[src/rtl/cpu_bist_pkg.sv]
// Shared definitions for the cpu self-test sequencer: opcodes, FSM states
// and the LFSR feedback step.
package cpu_bist_pkg;

  localparam logic OP_ADD = 1'b0;
  localparam logic OP_SUB = 1'b1;

  typedef enum logic [2:0] {
    S_IDLE   = 3'd0,
    S_DRIVE  = 3'd1,
    S_WAIT   = 3'd2,
    S_CHECK  = 3'd3,
    S_FINISH = 3'd4
  } bist_state_t;

  // 8-bit maximal-length Fibonacci step, taps 8/6/5/4
  function automatic logic [7:0] lfsr_step(input logic [7:0] x);
    return {x[6:0], x[7] ^ x[5] ^ x[4] ^ x[3]};
  endfunction

endpackage

[src/rtl/cpu_bist_lfsr8.sv]
// 8-bit LFSR with parallel load and a fixed number of steps per enable.
module lfsr8
  import cpu_bist_pkg::*;
#(
  parameter int         STEPS = 2,
  parameter logic [7:0] INIT  = 8'hA5
) (
  input  logic       clk,
  input  logic       rst,
  input  logic       load,
  input  logic [7:0] seed,
  input  logic       en,
  output logic [7:0] q
);

  logic [7:0] nxt;

  // chain STEPS feedback steps so one enable advances the sequence that far
  always_comb begin
    nxt = q;
    for (int i = 0; i < STEPS; i++) nxt = lfsr_step(nxt);
  end

  // load wins over advance; reset to a nonzero value so the LFSR never locks up
  always_ff @(posedge clk or posedge rst) begin
    if (rst)       q <= INIT;
    else if (load) q <= seed;
    else if (en)   q <= nxt;
  end

endmodule

[src/rtl/cpu_bist.sv]
// Self-test initiator for the cpu datapath: drives LFSR operand pairs with
// alternating ADD/SUB, waits out the core latency and checks the result
// against an inline golden add/sub.
module cpu_bist
  import cpu_bist_pkg::*;
#(
  parameter int         NUM_VECTORS = 16,
  parameter int         LATENCY     = 1,
  parameter logic [7:0] SEED        = 8'hA5
) (
  input  logic       clk,
  input  logic       reset,
  input  logic       start,
  input  logic [7:0] result,
  output logic [7:0] operand_a,
  output logic [7:0] operand_b,
  output logic       opcode,
  output logic       busy,
  output logic       done,
  output logic       pass,
  output logic [7:0] err_count,
  output logic [7:0] first_fail_idx
);

  localparam logic [3:0] WAIT_INIT = 4'(LATENCY - 1);
  localparam logic [7:0] LAST_IDX  = 8'(NUM_VECTORS - 1);

  bist_state_t state;
  logic [7:0]  vec_idx;
  logic [3:0]  wait_cnt;
  logic [7:0]  expected;
  logic [7:0]  lfsr_q;
  logic [7:0]  lfsr_b;
  logic        lfsr_load;
  logic        lfsr_en;

  // reload on run acceptance, advance two steps per vector (one for a, one for b)
  assign lfsr_load = (state == S_IDLE) && start;
  assign lfsr_en   = (state == S_DRIVE);
  assign lfsr_b    = lfsr_step(lfsr_q);

  lfsr8 #(.STEPS(2), .INIT(SEED)) u_lfsr (
    .clk  (clk),
    .rst  (reset),
    .load (lfsr_load),
    .seed (SEED),
    .en   (lfsr_en),
    .q    (lfsr_q)
  );

  // sequencer: every output is registered; result is only looked at in CHECK
  always_ff @(posedge clk or posedge reset) begin
    if (reset) begin
      state          <= S_IDLE;
      vec_idx        <= '0;
      wait_cnt       <= '0;
      expected       <= '0;
      operand_a      <= '0;
      operand_b      <= '0;
      opcode         <= OP_ADD;
      busy           <= 1'b0;
      done           <= 1'b0;
      pass           <= 1'b0;
      err_count      <= '0;
      first_fail_idx <= 8'hFF;
    end else begin
      done <= 1'b0;
      case (state)
        S_IDLE: begin
          if (start) begin
            vec_idx        <= '0;
            err_count      <= '0;
            pass           <= 1'b0;
            first_fail_idx <= 8'hFF;
            busy           <= 1'b1;
            state          <= S_DRIVE;
          end
        end
        S_DRIVE: begin
          operand_a <= lfsr_q;
          operand_b <= lfsr_b;
          opcode    <= vec_idx[0] ? OP_SUB : OP_ADD;
          expected  <= vec_idx[0] ? (lfsr_q - lfsr_b) : (lfsr_q + lfsr_b);
          wait_cnt  <= WAIT_INIT;
          state     <= S_WAIT;
        end
        S_WAIT: begin
          if (wait_cnt == '0) state    <= S_CHECK;
          else                wait_cnt <= wait_cnt - 4'd1;
        end
        S_CHECK: begin
          if (result != expected) begin
            if (err_count != 8'hFF) err_count <= err_count + 8'd1;
            // err_count only leaves zero on the first mismatch
            if (err_count == '0) first_fail_idx <= vec_idx;
          end
          if (vec_idx == LAST_IDX) begin
            state <= S_FINISH;
          end else begin
            vec_idx <= vec_idx + 8'd1;
            state   <= S_DRIVE;
          end
        end
        S_FINISH: begin
          done  <= 1'b1;
          pass  <= (err_count == '0);
          busy  <= 1'b0;
          state <= S_IDLE;
        end
        default: state <= S_IDLE;
      endcase
    end
  end

endmodule

[config.mk]
export PLATFORM = sky130hd
export DESIGN_NAME = cpu_bist
export DESIGN_NICKNAME = d
export VERILOG_FILES = /design/src/rtl/cpu_bist_pkg.sv /design/src/rtl/cpu_bist_lfsr8.sv /design/src/rtl/cpu_bist.sv
export SDC_FILE = /design/constraint.sdc
export NUM_CORES = 1
export LEC_CHECK = 0
export BUFFER_PORTS_ARGS = -buffer_cell sky130_fd_sc_hd__buf_4
export CAP_MARGIN = 0
export CORE_MARGIN = 4
export CORE_UTILIZATION = 60
export CTS_CLUSTER_SIZE = 12
export DETAILED_ROUTE_END_ITERATION = 16
export PLACE_DENSITY = 0.8
export RECOVER_POWER = 100
export SETUP_SLACK_MARGIN = 0.02
export SYNTH_ARGS = -nofsm -noshare
export SYNTH_HDL_FRONTEND = slang
export SYNTH_SLANG_ARGS = --single-unit
[constraint.sdc]
create_clock -name clk -period 5.91 [get_ports clk]
set_clock_uncertainty 0.05 [all_clocks]
set_input_delay 0.8865 -clock clk [delete_from_list [all_inputs] [get_ports clk]]
set_output_delay 0.8865 -clock clk [all_outputs]
set_load 0.005 [all_outputs]
* Yosys cells after proc, flatten, opt, wreduce, memory -nomap -nowiden
Index checks and enable logic that the tools add are counted.
Cells by class: $add $sub $neg 5, eq/ne operators 14, muxes and demuxes 25, bitwise gates (word level) 6, reduce and logical (&&, ||, !) cells 14
Operator list (number):
- 8-bit two-way mux | 10
- 8-bit case mux with 2 select lines | 3
- 8-bit by 1-bit adder with 8-bit output (second input constant) | 2
- 2-bit inequality test (second input constant) | 7
- 3-bit case mux with 4 select lines | 1
- 3-bit two-way mux | 3
- 8-bit adder | 1
- 8-bit by 4-bit equality test with 1-bit output (second input constant) | 1
- 8-bit zero test | 1
- 8-bit inequality test | 1
- 8-bit inequality test (second input constant) | 1
- 4-bit case mux with 2 select lines | 1
- 4-bit AND reduction | 2
- 2-bit nonzero test | 4
- 8-bit subtractor | 1
- 3-bit by 2-bit equality test with 1-bit output (second input constant) | 2
- 2-bit AND reduction | 3
- 1-bit XOR | 6
- 4-bit zero test | 1
- 1-bit two-way mux | 4
- 4-bit two-way mux | 1
- 1-bit case mux with 2 select lines | 2
- 4-bit by 1-bit subtractor with 4-bit output (second input constant) | 1
- 3-bit by 1-bit equality test with 1-bit output (second input constant) | 1
- other kinds (4) | 4
Word-level totals: register bits after elaboration 67, input port bits 11, word-level logic and storage cells 77

* Logic depth before layout (Yosys ltp)
Gate-level depths: netlist (run 1).
depth after elaboration 5, mapped depth 13, gate-level depth less buffers 12

* Hierarchy
From an unflattened synthesis (run 1), not the netlist that was laid out.
Unflattened totals: cells, all modules 360, area, all modules 3368.2 um^2
By module, submodules not included:
- cpu_bist | times used 1, cells each 318, area each 2936.6 um^2
- lfsr8 | times used 1, cells each 42, area each 431.7 um^2

* Worst setup path after synthesis (run 1)
Ideal clock, no wire load.
kind register -> register, from reg u_lfsr.q[3], to reg expected[7], setup time 83 ps, data arrival time 2904 ps, setup slack 2873 ps, cell stages (with the launch flop) 13, buffers on the path 1, period minus slack after synthesis 3037 ps, cells stage by stage dfrtp_1 -> buf_2 -> xnor2_1 -> xnor2_1 -> ha_1 -> mux2_2 -> ha_1 -> nor2b_1 -> o21ai_0 -> a21oi_1 -> o41ai_1 -> xnor3_1 -> o21ai_0
On the way: cells in the longest elaborated chain, start to end 3
Ends and longest elaborated chain:
- from (decl) | RTL line cpu_bist_lfsr8.sv:13 | output logic [7:0] q
- from (signal assigned) | RTL line cpu_bist_lfsr8.sv:28 | else if (en) q <= nxt;
- 1-bit XOR | RTL line cpu_bist_pkg.sv:18 | return {x[6:0], x[7] ^ x[5] ^ x[4] ^ x[3]};
- 8-bit adder or 8-bit subtractor (tied branches) | RTL line cpu_bist.sv:83 | expected <= vec_idx[0] ? (lfsr_q - lfsr_b) : (lfsr_q + lfsr_b);
- 8-bit two-way mux * | RTL line cpu_bist.sv:83
- to (signal assigned) | RTL line cpu_bist.sv:83
- to (decl) | RTL line cpu_bist.sv:31 | logic [7:0] expected;
Mark *: on every way between the ends. The rest lies on a longest branch, timed or not. A chain may end at the register's enable or synchronous reset.

==> results of run 1 <==
[stage by stage]
step | worst slack, ps | instance area [µm²] | power (mW)
2_1_floorplan | 2870 | 3220 | 1.75
3_3_place_gp | 2740 | 3540 | 2.03
3_5_place_dp | 2510 | 3540 | 2.08
4_1_cts | 2490 | 3710 | 2.42
5_1_grt | 1700 | 3680 | 2.62
6_report | 2380 | 3680 | 2.39
[worst reg2reg max path, delay by kind of cell (launching register included)]
family | cells | cell delay (ps)
AO/OA/AOI/OAI | 4 | 790
XOR/XNOR | 3 | 930
adder cells (fa/ha/maj) | 2 | 630
flip-flops | 1 | 490
multiplexers | 1 | 340
AND/OR/NAND/NOR | 1 | 130
[layer usage]
metal / up-vias / routed length (µm) / part of all wire, %
li1: 1197 / - / -
met1: 1183 / 2980 / 46
met2: 73 / 2990 / 46
met3: 10 / 412 / 6.4
met4: 0 / 100 / 1.5
met5: - / 0 / 0
[power groups by stage]
stage / combinational, mW / clock, mW / sequential (mW)
after floorplan: 1.03 / 0 / 0.728
after global placement: 1.25 / 0 / 0.784
after detailed placement: 1.29 / 0 / 0.792
after CTS: 1.30 / 0.327 / 0.788
after global routing: 1.46 / 0.352 / 0.813
final: 1.28 / 0.323 / 0.783
[area by class of cell]
| cell class | instances | area, µm² | area share [%] |
|---|---|---|---|
| clock inverters | 4 | 25.0 | 0.680 |
| repair buffers | 48 | 357 | 9.68 |
| multi-input cells | 245 | 1510 | 41.1 |
| inverters | 10 | 37.5 | 1.02 |
| well taps | 70 | 87.6 | 2.38 |
| flip-flops and latches | 60 | 1520 | 41.2 |
| clock buffers | 12 | 145 | 3.94 |
[cell usage after synthesis (all sizes together)]
| cell | instances |
|---|---|
| nand2 | 55 |
| dfrtp | 48 |
| nor2 | 41 |
| xnor2 | 22 |
| o21ai | 19 |
| xor2 | 16 |
| a21oi | 14 |
| buf | 13 |
| nor3 | 13 |
| dfstp | 12 |
| ha | 11 |
| inv | 10 |
| clkbuf | 9 |
| nand3 | 8 |
| and3 | 5 |
| o22a | 4 |
| nand2b | 3 |
| nor3b | 3 |
| nor4 | 3 |
| mux2 | 2 |
| mux2i | 2 |
| nand3b | 2 |
| nor4b | 2 |
| o21bai | 2 |
| o41ai | 2 |
| a211oi | 1 |
| a21o | 1 |
| a22o | 1 |
| a311o | 1 |
| a41o | 1 |
| and2 | 1 |
| and3b | 1 |
| and4 | 1 |
| fa | 1 |
| nand4b | 1 |
| nor2b | 1 |
| o211ai | 1 |
| o32ai | 1 |
| or2 | 1 |
| or4 | 1 |
| xnor3 | 1 |
[flip-flops by register name, summed over array words and instances, names as in the netlist]
signal          count
wait_cnt            4
vec_idx             8
first_fail_idx      8
operand_a           8
done                1
pass                1
err_count           8
u_lfsr.q            8
expected            8
operand_b           1
state               3
opcode              1
busy                1
[worst paths after layout]
kind | to | start | slack [ps] | depth (start not counted)
max in group clk | expected[7] | u_lfsr.q[3] | 2460 | 11
setup reg to reg | expected[7] | u_lfsr.q[3] | 2460 | 11
min in group asynchronous | u_lfsr.q[1] | reset | 1700 | 3
hold reg to reg | operand_a[7] | operand_a[7] | 430 | 2
hold / removal | operand_a[7] | operand_a[7] | 430 | 2
setup / recovery | err_count[5] | reset | 2380 | 3
[kinds of logic after synthesis]
family                   after synthesis
buffers and inverters                 32
AO/OA/AOI/OAI                         48
XOR/XNOR                              39
AND/OR/NAND/NOR                      142
flip-flops                            60
multiplexers                           4
adder cells (fa/ha/maj)               12
==> key figures, run 1 <==
STA
  – Slew of the pin with the lowest slew margin: 3090 ps
  – Final Hold Viols: 0
  – Final setup fails: 0
  – Min cycle time layout: 3530 ps
  – F_max: 284 MHz
  – Max_slew headroom: -106%
  – Max-slew violations: 61
  – RSZ-0062 raised after global routing: no
  – WHS: 428 ps
  – Setup TNS: 0 ps
  – Crit share post-route: 59.7%

GRT
  – Met2 Use GR: 34.4%
  – GRT Total Usage: 22.9%
  – Grt ovf: 0
  – Largest net degree at the start of global routing: 61
  – Vias in the first global route: 2486
  – Global Route met1 Usage: 31.9%
  – First-pass GRT wire length: 11600 µm
  – Met3 Usage GRT: 5.88%
  – GRT busiest layer: met2
  – Antenna violations before repair: 0

Critical path
  – Worst Path Arrival: 3230 ps
  – WP buf/inv: 3
  – CP Class: in2async
  – Slowest-stage cell, CP: clkbuf_1
  – Worst EP required: 5610 ps
  – Critical Path Start Type: input pin
  – Delay-heaviest family, CP: buffers and inverters
  – Max stage delay on crit path: 2180 ps
  – Worst-path fanout max: 60
  – CP cell instances: clkbuf_4, inv_1, clkbuf_1
  – CP Capture Type: async pin

Pwr
  – Seq pwr share: 32.8%
  – Gate power share: 53.7%
  – Total power per unit cell area: 648 nW/µm²
  – Max VDD drop: 0.463 mV
  – LEAKAGE: 1.73 nW
  – P_int: 1.37 mW
  – Sw frac: 42.6%
  – Clock Power Share: 13.5%
  – Switching pwr: 1.02 mW

Yosys
  – Ranking of synthesized cells by area: dfrtp_1, dfstp_2, nand2_1
  – Post-Synthesis Cell Area: 3220 µm²
  – Synth cell types: 48
  – Largest family of logic cells by synthesized area: simple AND/OR/NAND/NOR gates
  – Synth Area in Simple Gates: 21.3%
  – Post-Synth Adder-Cell Area: 4.89%
  – #FFs+latches synth: 60
  – Post-synthesis sequential area ratio: 47.0%
  – YS warnings: 0
  – Mux share of post-synthesis cell area: 1.32%
  – Syn_area_per_cell: 9.57 µm²
  – Syn_nets: 360
  – Cell accounting for the most synthesized area: dfrtp_1
  – Synth Instances: 337
  – Xor and xnor area share after synthesis: 11.0%
  – Synth Area in Compound Gates: 9.08%
  – Yosys top cell area share: 37.3%

Drt
  – Initial DRT Pass Iterations: 4
  – Final wirelength: 6480 µm
  – DRT iter0 DRCs: 189
  – Post-route antenna net violation count: 0
  – Remaining DRCs: 0
  – Vias per std cell: 5.49
  – Routed len/inst: 14.4 µm
  – Routed via count: 2463

Floorplan
  – Core footprint: 5170 µm²
  – Initial Util: 62.3%
  – Ports: 47
  – Die area: 6610 µm²
  – Site Rows: 26
  – Die span in x: 81.3 µm
  – Die height: 81.3 µm

Finish
  – Most common cell after layout, fill and taps aside: nand2_1
  – Fill cells: 396
  – NumNets Final: 397
  – Layout cell share with drive strength beyond 1: 19.3%
  – Area growth syn-to-layout: 14.2%
  – Most frequent cells in the layout: nand2_1, dfrtp_1, nor2_1
  – Diodes inserted: 0
  – Finished Core Util: 71.2%
  – Cell Count, Final, Fillers Out: 449

Clock network
  – Max clock buf depth: 2
  – H-tree levels: 3
  – Clock sink count: 60
  – CTS tree: done
  – Post_cts resized: 0
  – Post CTS Setup Buffer Count: 0
  – Clk_lat worst skew: 340 ps
  – Root buffer cell: clkbuf_8
  – CTS Hold Bufs: 0
  – Total CTS buffers: 9
  – Clk slew on worst S/H paths: 60 ps

Job
  – Max Cap Viol: 1

Place
  – GPL Wtd Cong: 0.853
  – Buffers on Ports: 46
  – HPWL after detailed placement: 4510 µm
  – Inst Count DP: 433

Status
  – Violated checks: capacitance limit, slew limit
  – Run status: finished, violations left

Min path
  – HP Class: reg2reg
No activity file was read; power rests on OpenSTA's default activity.
==> run 2: changes to the inputs <==
- CORE_UTILIZATION: 60 -> 57
- PLACE_DENSITY: 0.8 -> 0.77
- clock period: 5.91 -> 3.4 ns (I/O delays scaled with it)
==> run 2 against run 1 <==
Effect of this change:
- critical endpoint is now expected[7]
- final area up 2.4%
- utilization decreased by 2.7 points
- cell count increased by 0.67%
- combinational power is 78% higher
- the run still ends with capacitance limit, slew limit left
==> key figures, run 2 (synthesis gave the netlist of run 1 again) <==
STA
  – Final Hold Viols: 0 (unchanged)
  – Final setup fails: 0 (unchanged)
  – Max_slew headroom: -7.82% (+98 points)
  – Max-slew violations: 32 (-48%)
  – Setup TNS: 0 ps (unchanged)
  – Slew of the pin with the lowest slew margin: 1620 ps (-1470 ps)
  – Min cycle time layout: 3130 ps
  – F_max: 319 MHz
  – Crit share post-route: 92.1%
  – WHS: 421 ps (-6.84 ps)
  – RSZ-0062 raised after global routing: no

GRT
  – Largest net degree at the start of global routing: 33 (-46%)
  – GRT Total Usage: 20.4% (-2.5 points)
  – Met2 Use GR: 31.8% (-2.6 points)
  – Vias in the first global route: 2364 (-4.9%)
  – First-pass GRT wire length: 11400 µm (-1.1%)
  – Met3 Usage GRT: 4.07% (-1.8 points)
  – Global Route met1 Usage: 28.1% (-3.8 points)
  – GRT busiest layer: met2
  – Antenna violations before repair: 0 (unchanged)
  – Grt ovf: 0 (unchanged)

Clock network
  – CTS tree: done
  – Post_cts resized: 0 (unchanged)
  – Clk slew on worst S/H paths: 60 ps (about the same)
  – Max clock buf depth: 2 (unchanged)
  – Clock sink count: 60 (unchanged)
  – H-tree levels: 3 (unchanged)
  – Post CTS Setup Buffer Count: 0 (unchanged)
  – Root buffer cell: clkbuf_8
  – Total CTS buffers: 9 (unchanged)
  – CTS Hold Bufs: 0 (unchanged)
  – Clk_lat worst skew: 330 ps (about the same)

Drt
  – Initial DRT Pass Iterations: 4 (unchanged)
  – DRT iter0 DRCs: 212 (+12%)
  – Final wirelength: 6580 µm (+1.4%)
  – Vias per std cell: 5.38 (-2.0%)
  – Routed via count: 2430 (-1.3%)
  – Routed len/inst: 14.5 µm (+0.75%)
  – Post-route antenna net violation count: 0 (unchanged)
  – Remaining DRCs: 0 (unchanged)

Finish
  – Fill cells: 441 (+11%)
  – Diodes inserted: 0 (unchanged)
  – Layout cell share with drive strength beyond 1: 21.8% (+2.6 points)
  – NumNets Final: 398 (+0.25%)
  – Most common cell after layout, fill and taps aside: nand2_1
  – Most frequent cells in the layout: nand2_1, dfrtp_1, nor2_1
  – Area growth syn-to-layout: 17.0%

Status
  – Run status: finished, violations left
  – Violated checks: capacitance limit, slew limit

Critical path
  – CP Class: reg2reg
  – Register-to-Register Setup Slack: 270 ps (-2190 ps)
  – Worst EP required: 3590 ps (-2020 ps)
  – Worst Path Arrival: 3320 ps (+90 ps)
  – R2R cell count: 11 (unchanged)
  – CP startpoint: u_lfsr.q[5]
  – Critical Path Start Type: flop
  – FF-to-FF Start: u_lfsr.q[5]
  – Reg2reg end: expected[7]
  – CP Capture Type: flop
  – Worst-path fanout max: 6 (-90%)

Floorplan
  – Die area: 6920 µm² (+4.7%)
  – Die height: 83.2 µm (+2.3%)
  – Site Rows: 27 (+3.8%)
  – Core footprint: 5510 µm² (+6.5%)
  – Ports: 47 (unchanged)
  – Die span in x: 83.2 µm (+2.3%)
  – Initial Util: 58.6% (-3.8 points)

Place
  – GPL Wtd Cong: 0.797 (-6.6%)
  – HPWL after detailed placement: 4620 µm (+2.4%)
  – Buffers on Ports: 46 (unchanged)

Pwr
  – Clock Power Share: 16.0% (+2.5 points)
  – Sw frac: 41.1% (-1.5 points)
  – Post-layout total power: 4.33 mW (+82%)
  – Gate power share: 52.6% (-1.1 points)
  – Max VDD drop: 0.815 mV (+76%)
  – P_int: 2.55 mW (+86%)
  – Switching pwr: 1.78 mW (+75%)
  – LEAKAGE: 1.78 nW (+3.1%)
  – Seq pwr share: 31.4% (-1.4 points)
  – Total power per unit cell area: 1150 nW/µm² (+77%)

Job
  – Max Cap Viol: 1 (unchanged)

Min path
  – HP Class: reg2reg
  – Hold worst-path end: operand_a[7]
  – Hold Crit Start: operand_a[7]
  – WHS Path Cells: 2 (unchanged)
==> run 2: cell count changes in the layout (fill, tap and decap cells not counted), moves of 2 or more <==
cell and delta:
clkbuf_8 +3, clkbuf_4 +2, dfstp_1 -3, clkbuf_1 -2, dfstp_2 +3, xnor2_2 +2
xnor2_1 -2
==> run 2: worst max-delay path: stages (launching register included) <==
cell,delay [ps]
dfstp_2,610
xor2_2,200
xnor2_2,190
ha_1,300
mux2_2,290
ha_1,260
nor2b_1,120
o21ai_0,220
a21oi_1,150
o41ai_2,240
xnor3_1,250
o21ai_0,140
==> run 2: power by group through the flow <==
stage                     Combinational [mW]  Sequential [mW]  Clock (mW)
final                                   2.28             1.36       0.693
after global routing                    2.58             1.41       0.746
after CTS                               2.26             1.36       0.705
after detailed placement                2.24             1.37           0
after global placement                  2.19             1.36           0
after floorplan                         1.79             1.26           0
==> run 2: through the flow <==
step,area (µm²),setup WS (ps),utilization (%),std cells
2_1_floorplan,3220,363,-,337
3_3_place_gp,3550,242,64.4,436
3_5_place_dp,3550,107,64.4,436
4_1_cts,3770,106,68.4,452
5_1_grt,3770,48.8,68.5,452
6_report,3770,268,68.5,452
==> run 2: how the worst max path moves through the flow <==
stage / slack [ps] / endpoint
floorplan: 360 / expected[7]
global placement: 240 / expected[7]
detailed placement: 110 / expected[7]
CTS: 110 / expected[7]
global route: 50 / expected[6]
finish: 270 / expected[7]
==> run 2: layout make-up <==
class	count	area, µm²	area share, %
Clock inverter	3	42.5	1.13
Tap cell	72	90.1	2.39
Clock buffer	13	179	4.74
Multi-Input combinational cell	245	1540	40.9
Timing Repair Buffer	49	364	9.65
Inverter	10	37.5	0.995
Sequential cell	60	1520	40.2
==> run 2: layer usage <==
layer	vias to the layer above	share of wire [%]
li1	1197	-
met1	1163	46
met2	60	47
met3	10	4.6
met4	0	1.7
met5	-	0
